`src/rtl/team_02_imu_rx.sv`:
```
// Serial IMU frame receiver: synchronizes the pad strobe and data, samples mid-bit,
// and presents X/Y/Z through a valid/ready holding register with sticky overrun.
module team_02_imu_rx #(
  parameter int CLK_DIV = 4,
  parameter int AXIS_W  = 16
) (
  input  logic              clk,
  input  logic              nrst,
  input  logic              imu_enable,
  input  logic              imu_ser_data,
  input  logic              out_ready,
  input  logic              clear_overrun,
  output logic              out_valid,
  output logic [AXIS_W-1:0] out_x,
  output logic [AXIS_W-1:0] out_y,
  output logic [AXIS_W-1:0] out_z,
  output logic              busy,
  output logic              frame_err,
  output logic              overrun
);

  localparam int FRAME_W = 3 * AXIS_W;
  localparam int CNT_W   = $clog2(FRAME_W + 1);
  localparam int DIV_W   = $clog2(CLK_DIV);
  localparam logic [DIV_W-1:0] HALF_M1  = DIV_W'(CLK_DIV / 2 - 1);
  localparam logic [DIV_W-1:0] FULL_M1  = DIV_W'(CLK_DIV - 1);
  localparam logic [CNT_W-1:0] CNT_LAST = CNT_W'(FRAME_W - 1);

  typedef enum logic [1:0] {IDLE, SHIFT, DONE} state_t;

  state_t             state_q, state_d;
  logic               en_meta_q, en_meta_d, en_s_q, en_s_d, en_prev_q, en_prev_d;
  logic               sd_meta_q, sd_meta_d, sd_s_q, sd_s_d;
  logic [DIV_W-1:0]   div_q, div_d;
  logic [CNT_W-1:0]   cnt_q, cnt_d;
  logic [FRAME_W-1:0] shift_q, shift_d;
  logic [AXIS_W-1:0]  out_x_q, out_x_d, out_y_q, out_y_d, out_z_q, out_z_d;
  logic               out_valid_q, out_valid_d, frame_err_q, frame_err_d;
  logic               overrun_q, overrun_d;
  logic               frame_done, xfer;

  always_comb begin
    state_d     = state_q;
    en_meta_d   = imu_enable;
    en_s_d      = en_meta_q;
    en_prev_d   = en_s_q;
    sd_meta_d   = imu_ser_data;
    sd_s_d      = sd_meta_q;
    div_d       = div_q;
    cnt_d       = cnt_q;
    shift_d     = shift_q;
    out_x_d     = out_x_q;
    out_y_d     = out_y_q;
    out_z_d     = out_z_q;
    out_valid_d = out_valid_q;
    frame_err_d = 1'b0;
    overrun_d   = overrun_q;
    frame_done  = 1'b0;
    xfer        = out_valid_q & out_ready;

    case (state_q)
      IDLE: begin
        if (en_s_q && !en_prev_q) begin
          state_d = SHIFT;
          div_d   = HALF_M1;
          cnt_d   = '0;
          shift_d = '0;
        end
      end
      SHIFT: begin
        if (!en_s_q) begin
          state_d     = IDLE;
          frame_err_d = 1'b1;
        end else if (div_q == '0) begin
          shift_d = {shift_q[FRAME_W-2:0], sd_s_q};
          div_d   = FULL_M1;
          cnt_d   = cnt_q + CNT_W'(1);
          if (cnt_q == CNT_LAST) begin
            state_d    = DONE;
            frame_done = 1'b1;
          end
        end else begin
          div_d = div_q - DIV_W'(1);
        end
      end
      DONE:    state_d = IDLE;
      default: state_d = IDLE;
    endcase

    if (clear_overrun) overrun_d = 1'b0;
    // The frame is committed on the edge that takes the last sample, so out_valid
    // is already high during the DONE cycle.
    if (frame_done) begin
      if (!out_valid_q || xfer) begin
        out_x_d     = shift_d[FRAME_W-1 -: AXIS_W];
        out_y_d     = shift_d[2*AXIS_W-1 -: AXIS_W];
        out_z_d     = shift_d[AXIS_W-1:0];
        out_valid_d = 1'b1;
      end else begin
        overrun_d = 1'b1;
      end
    end else if (xfer) begin
      out_valid_d = 1'b0;
    end
  end

  always_ff @(posedge clk) begin
    if (!nrst) begin
      state_q     <= IDLE;
      en_meta_q   <= 1'b0;
      en_s_q      <= 1'b0;
      en_prev_q   <= 1'b0;
      sd_meta_q   <= 1'b0;
      sd_s_q      <= 1'b0;
      div_q       <= '0;
      cnt_q       <= '0;
      shift_q     <= '0;
      out_x_q     <= '0;
      out_y_q     <= '0;
      out_z_q     <= '0;
      out_valid_q <= 1'b0;
      frame_err_q <= 1'b0;
      overrun_q   <= 1'b0;
    end else begin
      state_q     <= state_d;
      en_meta_q   <= en_meta_d;
      en_s_q      <= en_s_d;
      en_prev_q   <= en_prev_d;
      sd_meta_q   <= sd_meta_d;
      sd_s_q      <= sd_s_d;
      div_q       <= div_d;
      cnt_q       <= cnt_d;
      shift_q     <= shift_d;
      out_x_q     <= out_x_d;
      out_y_q     <= out_y_d;
      out_z_q     <= out_z_d;
      out_valid_q <= out_valid_d;
      frame_err_q <= frame_err_d;
      overrun_q   <= overrun_d;
    end
  end

  assign busy      = (state_q == SHIFT);
  assign out_valid = out_valid_q;
  assign out_x     = out_x_q;
  assign out_y     = out_y_q;
  assign out_z     = out_z_q;
  assign frame_err = frame_err_q;
  assign overrun   = overrun_q;

endmodule

```
`config.mk`:
```
export PLATFORM = sky130hd
export DESIGN_NAME = team_02_imu_rx
export DESIGN_NICKNAME = d
export VERILOG_FILES = /design/src/rtl/team_02_imu_rx.sv
export SDC_FILE = /design/constraint.sdc
export NUM_CORES = 1
export LEC_CHECK = 0
export ABC_AREA = 1
export CORE_ASPECT_RATIO = 0.75
export CORE_MARGIN = 10
export CORE_UTILIZATION = 35
export CTS_BUF_LIST = sky130_fd_sc_hd__clkbuf_4 sky130_fd_sc_hd__clkbuf_8
export DETAILED_ROUTE_END_ITERATION = 10
export PLACE_DENSITY = 0.62
export SLEW_MARGIN = 5
export SYNTH_ARGS = -nofsm -noshare
export SYNTH_HDL_FRONTEND = slang
export SYNTH_SLANG_ARGS = --single-unit
```
`constraint.sdc`:
```
create_clock -name clk -period 1.9 [get_ports clk]
set_input_delay 0.19 -clock clk [delete_from_list [all_inputs] [get_ports clk]]
set_output_delay 0.19 -clock clk [all_outputs]
set_load 0.05 [all_outputs]
```
==> results.md <==
- STA classifies the critical path startpoint as a register.
- The detailed-routing iteration count for the pre-antenna-repair pass is 4.
- In this run the cell area measured after placement is a little over 0.006 sq mm.
- Routability-driven placement finished with a final weighted congestion of approximately 0.80.
- For this block, the routed nets add up to 12000 um of wire.
- The die boundary height is 125 um.
- Once layout is complete, the cells apart from fillers number ~1100.
- In the synthesized netlist, the number of instances is around 820.
- In this run the critical register-to-register path is captured at out_y[14].
- The detailed-route vias per instance is 4.21.
- The via count of the first global-routing pass is 4190.
- Once routing completed, OpenROAD measured the worst setup slack at between 60 and 70 ps.
- The dominant combinational cell family by area after synthesis is simple AND/OR/NAND/NOR gates.
- TritonCTS built the clock tree.
- The worst path arrival time is roughly 1700 ps.
- The number of buffers inserted for hold repair after clock tree synthesis is 0.
- The highest clock rate is 545 MHz.
- Among cell families on the critical path, the largest total delay comes from buffers and inverters.
- The net count of the mapped netlist is 830.
- The required time reported for the critical path endpoint is 1710 ps.
- In this run, the number of DRC markers left after iteration 0 of detailed routing was 196.
- The flip-flop and latch count after synthesis is 114.
- The count of endpoints failing setup in the final report is 0.
- Setup repair after global routing left no endpoint under its margin.
- The count of buffering cells on the critical path with inverters included is 1.
- The final cycle utilization of the critical path is 96.6%.
- The total setup buffers inserted after CTS is 0.
- After detailed routing, the average wire length per cell comes to 11.0 um.
- Row generation in the floorplan step produced 38 rows.
- The number of nets in the layout is 883.
- Power spread over the standard cell area amounts to 767 mW/mm^2.
- The signal on the critical path passes through clkdlybuf4s50_1.
- The remaining max-slew budget at the tightest pin is about 64%.
- The proportion of synthesized flip-flops having asynchronous set or reset is 0%.
- The clock tree synthesis step divided the H-tree into 4 levels.
- The placeable core area is 0.0145 sq mm.
- The number of enable-type register cells in the synthesized netlist is 0.
- The transition time at the pin with the least slew margin is 545 ps.
- The fraction of layout instances using a drive strength above 1 is between 6 and 7%.
- Clock-pin slew was measured on the worst setup and hold paths at 70 ps.
- In this run the deepest clock path goes through 2 buffers.
- Counting instances, the worst hold path has a depth of 3.
- The final-report max-slew violation count is 0.
- The number of CTS-inserted buffers is 17.
- The main flop type after synthesis is dfxtp_1.
- In the global route stage, overall resource usage came out at 12.3%.
- In the global route stage, met1 resource usage came out at 16.9%.
- The number of design rule violations left after detail routing is 0.
- The number of warnings printed during yosys synthesis is 0.
- Global routing used approximately 17% of the available met2 tracks.
- The worst hold path begins at nrst.
- The total count of hold-check failures in the final report is 0.
- The cell with the biggest individual delay on the critical path is clkdlybuf4s50_1.
- In this run, placement finished with an instance count of 1055.
- The mux share of post-synthesis cell area is 0%.
- The delay contributed by the slowest stage of the critical path is 840 ps.
- Subtracting the final worst setup slack from the clock period gives approximately 1800 ps.
- The area fraction in compound gates after synthesis is 5.65%.
- The top cell types in the final layout, fill and taps aside, are nand2_1, inv_1, dfxtp_1.
- The count of buffers from port buffering is 57.
- VDD sags by at most around 460 uV.
- Leaving out fill and tap cells, the most frequent cell in the layout is nand2_1.
- The antenna cell count is 0.
- The run finished with clean final reports.
- The first global-routing pass estimated 20600 um of wire.
- The synthesis-to-finish area growth is 24.2%.
- Sequential cells were found to cover around 44% of the synthesized design area.
- The number of antenna violations at the first check in global routing is 0.
- Hold timing on the final database bottoms out at a slack of 159 ps.
- The number of resized instances in the post-cts repair step is 0.
- The maximum clock skew at final layout is roughly 11 ps.
- The startpoint identified for the worst register-to-register timing path is cnt_q[1].
- Across the run, the number of max-cap violations was 0.
- The largest driver fanout on the critical path is 2.
- The count of nets left with antenna violations once routing finished came out at 0.
- The met3 layer usage reported by global route is 4.66%.
- The path with the worst hold slack has its endpoint at out_z[6].
- Summing the areas of all xor and xnor instances in the mapped netlist gives 0% of the synthesized area.
- The maximum number of pins on one net before global-route repair is 48.
- The most utilized layer in the global route result is met2.
- The synthesized netlist devotes 0.724% of its cell area to adder and majority cells.
- The category of the most critical setup path is reg2out.
- The analysis attributes to cell leakage a power of 3.31 nW.
- The tree is rooted in a clkbuf_8.
- The synthesized netlist occupies a cell area of 0.00519 sq mm.
- The insertion delay to the later sink of the worst-skew pair is around 430 ps.
- The post-place setup slack is 211 ps.
- The post-synthesis simple-gate area fraction is 37.1%.
- The depth of the most critical reg-to-reg path is 7.
- The number of unique standard cell types used by synthesis is 21.
- The overflow left after global routing is 0.
- The classification of the worst-slack hold path is in2reg.
- After routing, the total negative slack on setup checks comes to 0 ps.
- A synthesized cell averages roughly 6.3 sq um.
- The area of the die is 0.0201 sq mm.
- The starting utilization of the core area is a little over a third.
- After legalization and detailed placement, the total HPWL measured 7780 um.
- The cell area after layout is between 0.006 and 0.007 sq mm.
- The die is 161 um wide.
- The number of I/O pins is 58.
- The total number of clock tree sinks is about 110.
- The cell depth of the worst setup path is 1.
- The layout filler cell count is 1505.
- In this run the register-to-register setup slack is 200 ps.
- STA classifies the critical path endpoint as a primary output.
- Across all layers, the routed design uses 4577 vias.
## how the worst max path moves through the flow
stage               startpoint   endpoint
finish               out_y[15]  out_y[15]
global route         out_y[13]  out_y[13]
CTS                  out_y[15]  out_y[15]
detailed placement    cnt_q[1]  out_y[14]
global placement     out_ready  out_y[14]
floorplan           state_q[0]   out_x[6]
## cell usage after synthesis, types with 2 or more instances
master	number	area [sq um]
a21oi_1	54	270
nor2_1	112	420
inv_1	119	447
buf_6	5	56.3
nor3_1	4	20.0
ha_1	3	37.5
nand2_1	314	1180
nand2_2	2	12.5
buf_2	15	75.1
nand3_1	51	255
o21ai_0	3	15.0
dfxtp_1	114	2280
clkbuf_1	17	63.8
## cells by family (layout without fill, tap and decap cells)
logic type,count (synthesis),in the layout
AND/OR/NAND/NOR,488,488
buffers and inverters,158,223
flip-flops,114,114
AO/OA/AOI/OAI,58,58
adder cells (fa/ha/maj),3,3
## stage by stage
stage	util (%)	power, mW
after floorplan	-	2.61
after global placement	41.7	2.70
after detailed placement	41.7	2.70
after CTS	44.4	5.00
after global routing	44.4	5.14
final	44.4	4.94
## state kept, by name, indices dropped and copies added, names as in the netlist
name,count
en_prev_q,1
sd_s_q,1
out_z,16
en_prev_d,1
overrun,1
shift_q,48
sd_meta_q,1
out_x,16
out_y,16
en_meta_q,1
div_q,2
state_q,2
out_valid,1
frame_err,1
cnt_q,6
## layer usage
metal | wire length, um | vias to the layer above
li1 | - | 2561
met1 | 6390 | 1936
met2 | 4780 | 68
met3 | 707 | 12
met4 | 112 | 0
met5 | 0 | -
## area by class of cell
cell class / count / area (sq um) / share of cell area, %
sequential: 114 / 2280 / 35.4
multi-input combinational: 549 / 2270 / 35.2
clock inverter: 5 / 75.1 / 1.17
clock buffer: 26 / 327 / 5.07
inverter: 120 / 450 / 6.99
tap: 200 / 250 / 3.88
timing repair buffer: 72 / 788 / 12.2
## where the power goes
group	total, mW	switching [mW]	internal [mW]
registers	2.41	0.00712	2.40
clock network	2.30	0.935	1.37
logic	0.230	0.159	0.0714
(Power assumes the default switching activity.)
